[src/rtl/jtframe_dump_sched.sv]
// Capture-window scheduler: counts frames from vertical sync and opens a dump
// window either at a chosen frame number or when the ROM download ends (after
// a post-reset guard delay). The window closes after a programmed number of
// frames, when arm drops, or (download mode) when a new download starts.
//
// Handshake/pulse semantics: there is no valid/ready pair here; dump_start and
// dump_stop are single-cycle strobes registered together with the state, so
// dump_en, dump_start and dump_stop always agree with st in the same cycle.
module jtframe_dump_sched #(
  parameter int FW    = 32,
  parameter int LW    = 16,
  parameter int GUARD = 20000
) (
  input  logic          clk,
  input  logic          rst_n,
  input  logic          vs,
  input  logic          dwnld,
  input  logic          arm,
  input  logic          mode_rom,
  input  logic [FW-1:0] start_frame,
  input  logic [LW-1:0] dump_len,
  output logic [FW-1:0] frame_cnt,
  output logic          dump_en,
  output logic          dump_start,
  output logic          dump_stop,
  output logic [1:0]    st
);

  localparam int GW = (GUARD > 0) ? $clog2(GUARD + 1) : 1;

  typedef enum logic [1:0] {
    ST_IDLE   = 2'd0,
    ST_ARMED  = 2'd1,
    ST_ACTIVE = 2'd2,
    ST_DONE   = 2'd3
  } state_t;

  // Synchroniser chains: [0],[1] are the metastability flops, [2] is the
  // edge-detect history flop.
  logic [2:0]    vs_s_q;
  logic [2:0]    dl_s_q;
  logic          vs_fall;
  logic          dwnld_fall;
  logic          dwnld_rise;

  logic [FW-1:0] frame_cnt_q;
  logic [FW-1:0] frame_cnt_d;
  logic [GW-1:0] guard_q;
  logic          guard_ok;

  state_t        state_q, state_d;
  logic          mode_q, mode_d;
  logic [FW-1:0] start_q, start_d;
  logic [LW-1:0] dlen_q, dlen_d;
  logic [LW-1:0] len_q, len_d;
  logic [LW-1:0] len_next;
  logic          start_pulse_q, start_pulse_d;
  logic          stop_pulse_q, stop_pulse_d;

  assign vs_fall    =  vs_s_q[2] & ~vs_s_q[1];
  assign dwnld_fall =  dl_s_q[2] & ~dl_s_q[1];
  assign dwnld_rise = ~dl_s_q[2] &  dl_s_q[1];
  assign guard_ok   = (guard_q == GW'(GUARD));
  assign len_next   = len_q + LW'(1);

  // Bring the asynchronous vs and dwnld into the clk domain.
  always_ff @(posedge clk or negedge rst_n) begin
    if (!rst_n) begin
      vs_s_q <= 3'b000;
      dl_s_q <= 3'b000;
    end else begin
      vs_s_q <= {vs_s_q[1:0], vs};
      dl_s_q <= {dl_s_q[1:0], dwnld};
    end
  end

  // Frame counter advances once per vs falling edge and wraps naturally.
  always_comb begin
    frame_cnt_d = frame_cnt_q;
    if (vs_fall) frame_cnt_d = frame_cnt_q + FW'(1);
  end

  // Frame counter register.
  always_ff @(posedge clk or negedge rst_n) begin
    if (!rst_n) frame_cnt_q <= '0;
    else        frame_cnt_q <= frame_cnt_d;
  end

  // Guard counter saturates at GUARD; download-end triggers wait for it.
  always_ff @(posedge clk or negedge rst_n) begin
    if (!rst_n)         guard_q <= '0;
    else if (!guard_ok) guard_q <= guard_q + GW'(1);
  end

  // Next-state logic; exit priority from ACTIVE is re-download first.
  always_comb begin
    state_d       = state_q;
    mode_d        = mode_q;
    start_d       = start_q;
    dlen_d        = dlen_q;
    len_d         = len_q;
    start_pulse_d = 1'b0;
    stop_pulse_d  = 1'b0;
    case (state_q)
      ST_IDLE: begin
        if (arm) begin
          mode_d  = mode_rom;
          start_d = start_frame;
          dlen_d  = dump_len;
          state_d = ST_ARMED;
        end
      end
      ST_ARMED: begin
        if (!arm) begin
          state_d = ST_IDLE;
        end else if (mode_q ? (dwnld_fall && guard_ok)
                            : (vs_fall && (frame_cnt_q == start_q))) begin
          state_d       = ST_ACTIVE;
          start_pulse_d = 1'b1;
          len_d         = '0;
        end
      end
      ST_ACTIVE: begin
        if (vs_fall) len_d = len_next;
        if (mode_q && dwnld_rise) begin
          state_d      = ST_ARMED;
          stop_pulse_d = 1'b1;
        end else if (!arm ||
                     ((dlen_q != '0) && vs_fall && (len_next == dlen_q))) begin
          state_d      = ST_DONE;
          stop_pulse_d = 1'b1;
        end
      end
      ST_DONE: begin
        if (!arm) state_d = ST_IDLE;
      end
      default: state_d = ST_IDLE;
    endcase
  end

  // FSM state, latched configuration, length counter and strobes.
  always_ff @(posedge clk or negedge rst_n) begin
    if (!rst_n) begin
      state_q       <= ST_IDLE;
      mode_q        <= 1'b0;
      start_q       <= '0;
      dlen_q        <= '0;
      len_q         <= '0;
      start_pulse_q <= 1'b0;
      stop_pulse_q  <= 1'b0;
    end else begin
      state_q       <= state_d;
      mode_q        <= mode_d;
      start_q       <= start_d;
      dlen_q        <= dlen_d;
      len_q         <= len_d;
      start_pulse_q <= start_pulse_d;
      stop_pulse_q  <= stop_pulse_d;
    end
  end

  assign frame_cnt  = frame_cnt_q;
  assign dump_en    = (state_q == ST_ACTIVE);
  assign dump_start = start_pulse_q;
  assign dump_stop  = stop_pulse_q;
  assign st         = state_q;

endmodule

[config.mk]
export PLATFORM = sky130hd
export DESIGN_NAME = jtframe_dump_sched
export DESIGN_NICKNAME = d
export VERILOG_FILES = /design/src/rtl/jtframe_dump_sched.sv
export SDC_FILE = /design/constraint.sdc
export NUM_CORES = 1
export LEC_CHECK = 0
export ABC_AREA = 1
export CAP_MARGIN = 20
export CORE_MARGIN = 1
export CORE_UTILIZATION = 55
export CTS_BUF_LIST = sky130_fd_sc_hd__clkbuf_4 sky130_fd_sc_hd__clkbuf_8 sky130_fd_sc_hd__clkbuf_16
export DETAILED_ROUTE_END_ITERATION = 6
export GPL_TIMING_DRIVEN = 0
export PLACE_DENSITY_LB_ADDON = 0.2
export SLEW_MARGIN = 15
export SYNTH_ARGS = -nofsm -noshare
export SYNTH_HDL_FRONTEND = slang
export SYNTH_SLANG_ARGS = --single-unit
[constraint.sdc]
create_clock -name clk -period 2.05 [get_ports clk]
set_input_delay 0.41 -clock clk [delete_from_list [all_inputs] [get_ports clk]]
set_output_delay 0.41 -clock clk [all_outputs]
set_load 0.02 [all_outputs]
Yosys cells after proc, flatten, opt, wreduce, memory -nomap -nowiden
Cells that the tools add are included.

Add/subtract/negate cells: 3. Eq/ne operators: 13. Muxes and demuxes: 18. Bitwise operators: 6. Reductions and logical operators: 13.

Operator list (count): $mux W16 (3); $add A32 B1 Y32 const B (1); $eq A32 B32 Y1 (1); $pmux W16 S2 (1); $add A16 B1 Y16 const B (1); $eq A16 B16 Y1 (1); $reduce_bool A16 Y1 (1); $add A15 B1 Y15 const B (1); $eq A15 B15 Y1 const B (1); $mux W2 (6); $ne A2 B2 Y1 const B (4); $pmux W2 S4 (1); $reduce_and A4 Y1 (2); $mux W1 (7); $logic_and A1 B1 Y1 (5); $eq A2 B2 Y1 const B (2); $and A1 B1 Y1 (3); $ne A3 B1 Y1 const B (1); $ne A3 B3 Y1 const B (1); $not A1 Y1 (3); $eq A2 B1 Y1 const B (1); $logic_not A2 Y1 (1); $ne A2 B1 Y1 const B (1); $reduce_and A2 Y1 (1); 3 further kinds (3).

Register bits: 122. Input bits: 54. Output and inout bits: 37. Word-level logic and storage cells: 64.

Longest topological paths before layout
Word-level depth: 8. Gate-level depth with buffers: 15. Mapped depth without buffers: 15.

Least setup slack after synthesis
Ideal clock, no wire load.

Kind: reg2reg. From: register frame_cnt_q[0] (netlist: frame_cnt[0]). To: register frame_cnt_q[26] (netlist: frame_cnt[26]). Setup time: 124 ps. Data arrival time: 1860 ps. Required time: 1926 ps. Setup slack: 66 ps. Stages on the path, launching flop included: 12. Buffers on the path: 0. Period minus slack after synthesis: 1984 ps. Path through: dfrtp_1 > ha_1 > nand3_1 > nor3_2 > nand3_2 > nor2_2 > nand2_1 > nor2_1 > nand3_1 > nor2_1 > nand3_1 > xor2_1.

Cells in the longest elaborated chain, start to end: 1.

Ends and longest elaborated chain: start, declared (line 46) `logic [FW-1:0] frame_cnt_q;`; start signal, assigned (line 86) `else frame_cnt_q <= frame_cnt_d;`; $add A32 B1 Y32 (line 80) `if (vs_fall) frame_cnt_d = frame_cnt_q + FW'(1);`.

No other way between the ends. A chain may end at the register's enable or synchronous reset.

Worst setup path after layout
From: register frame_cnt_q[10] (netlist: frame_cnt[10]). To: output frame_cnt[10].

RTL lines: end, declared (line 22) `output logic [FW-1:0] frame_cnt,`.

No word-level cell between the ends.

==> reports/summary.txt <==
min cycle time layout: 2.01 ns
share of cells above drive strength 1: 19.0%
clk slew on worst S/H paths: 0.06 ns
share of Yosys cell area claimed by the top area cell type: 46.1%
Mapped Nets: 826
Crit Path Category: flip-flop to output port
Hold Fails Final Rpt: 0
Synth Flop Type: dfrtp_1
Maximum Capacitance Violations: 0
H-tree depth: 4
Post-Syn Area: 6620 µm²
cell taking the most area after synthesis: dfrtp_1
area of the multi-input gates: 3320 µm²
fin crit share: 97.9%
Rel. slew slack: 50.4%
chip width: 112 µm
VDD IR-drop max: 0.867 mV
filler cell count in the final layout: 799
Sequential cell area: 3060 µm²
failing checks: DRC
CP cell instances: clkdlybuf4s50_1
crit path DAT: 1.60 ns
number of global-route vias before repair: 5931
Layout Nets: 955
PwrDens: 1170 nW/µm²
synthesis-stage register bit count: 122
largest cells by area after synthesis: dfrtp_1 (46%), nand2_1 (8.2%), xor2_1 (7.0%), mux2_2 (5.6%), inv_1 (5.3%)
1st-iter DRT viols: 426
CP top delay family: buffers and inverters
Via Count: 5844
Slew Viols, Final: 0
Req. time, crit path: 1.64 ns
CTS Buf Count: 17
max incr delay on CP: 0.67 ns
Placed Instances: 1002
Yosys cell types: 40
die area: 12500 µm²
CTS root buf: clkbuf_16
initial antenna violation count: 0
worst skew pair latency: 0.43 ns
most frequent cell after synthesis: nand2_1
Buffers & Inverters on Critical Path: 1
IO Port Bufs: 90
largest net degree at the start of global routing: 69
worst-case clock skew: 0.0103 ns
Final Setup Violations: 0
RSZ-0062 raised after global routing: true
syn avg cell area: 8.62 µm²
Critical Path Start Type: flip-flop
wire length per cell: 16.8 µm
diodes inserted: 0
num rows: 39
EDFF count, synth: 0
global-route wire length before repair: 28200 µm
Peak Freq: 0.498 GHz
leakage power: 0.00386 µW
ys async rst share: 100%
gpl congestion: 0.876
Crit-path slowest cell: clkdlybuf4s50_1
Area Overhead vs Synth: 31.5%
worst slew pin tran: 0.743 ns
register area share after synthesis: 46.1%
CTS sink count: 122
Die H: 112 µm
antenna viol nets, final: 0
synth warn: 0
GRT overflow: 0
Commonest cells post-synth: nand2_1 (145), dfrtp_1 (122), inv_1 (93), nor2_1 (85), nand3_1 (58)
final wirelength: 17700 µm
CORE AREA: 11600 µm²
routed vias/inst: 5.55
Total GRT Usage: 29.3%
CTS tree: yes
Crit Path Max Fanout: 7
drt first pass iters: 7
Post-Synthesis Cells: 768
DPL Wire Length: 12200 µm
starting density of the core: 57.2%
Final WS setup: 0.0431 ns
post-route insts no fill: 1053
Max clock buf depth: 2
CP endpoint kind: output port
io pins: 91
Hold Crit Class: flip-flop to flip-flop
status: complete, but fails checks
Place WS: -0.421 ns
DRC viols: 1
==> state kept, by name (all words and copies together) (netlist names), 2 cells and up <==
signal and flops:
dl_s_q 3, dlen_q 16, frame_cnt 32, guard_q 15, len_q 16, st 2
start_q 32, vs_s_q 3
==> stage by stage <==
step                      instance area, µm²  power (µW)  TNS [ns]  hold slack (ns)  utilization (%)
after floorplan                         6620        5720         0            0.114                -
after global placement                  7700        6630   -521.93            0.334             66.5
after detailed placement                7720        6760    -13.34            0.337             66.8
after CTS                               8450       10000         0            0.357             73.0
after global routing                    8700       10700    -0.805            0.357             75.2
final                                   8700       10200         0            0.350             75.2
==> metal layers <==
metal	vias to the layer above	wire, µm	global-route usage (%)	part of all wire (%)
met3	61	1040	7.08	5.9
met2	229	9020	50.1	51
li1	2746	-	-	-
met4	0	686	14.1	3.9
met1	2808	6930	34.6	39
met5	-	0	0	0
==> power by group <==
part	total, µW	switching, µW	internal, µW
Clock	3150	1110	2030
Sequential	3680	601	3080
Combinational	3350	1870	1480
Total	10200	3590	6600
==> kinds of logic after synthesis <==
family,after synthesis,synth area share (%)
mux,33,5.62
flops,122,46.1
simple gates,387,27.7
compound gates,49,4.20
buf+inv,104,6.45
fa+ha+maj,4,0.756
xor+xnor,69,9.13
==> worst paths after layout <==
| path | startpoint | endpoint | slack (ns) | depth (start not counted) |
|---|---|---|---|---|
| max | frame_cnt[10] | frame_cnt[10] | 0.04 | 1 |
| max in group asynchronous | rst_n | frame_cnt[26] | 0.82 | 3 |
| min | dl_s_q[0] | dl_s_q[1] | 0.35 | 0 |
| min reg2reg | dl_s_q[0] | dl_s_q[1] | 0.35 | 0 |
| max reg2reg | frame_cnt[2] | frame_cnt[25] | 0.05 | 8 |
| min in group asynchronous | rst_n | guard_q[8] | 0.51 | 2 |
==> layout make-up <==
cell class | count | area share, %
flip-flops and latches | 122 | 35.2
repair buffers | 110 | 12.4
multi-input cells | 542 | 38.1
well taps | 143 | 2.06
plain buffers | 10 | 0.906
clock inverters | 11 | 1.63
inverters | 94 | 4.11
clock buffers | 21 | 5.52
==> timing repair <==
item                                   in CTS  in global routing
pin swaps                                   5                 15
gates resized for setup                    17                 43
setup buffers                               5                 13
endpoints found under the hold margin      54                  0
setup endpoints to repair                  19                 27
hold buffers                                1                  0
==> cell usage in the layout (no fill, tap or decap), drive strengths merged <==
master,n
nand2,150
dfrtp,122
nor2,96
inv,95
clkdlybuf4s50,87
nand3,68
xor2,53
mux2,33
nor3,29
o21ai,28
buf,26
clkbuf,25
nand4,21
a21oi,20
xnor2,16
nor4,7
nand3b,5
clkinv,4
ha,4
bufinv,3
clkinvlp,3
and2,3
or2,3
nor2b,2
nor3b,2
nand2b,1
o31ai,1
dlygate4sd3,1
clkdlybuf4s15,1
dlymetal6s2s,1
No activity file was read; power rests on OpenSTA's default activity.
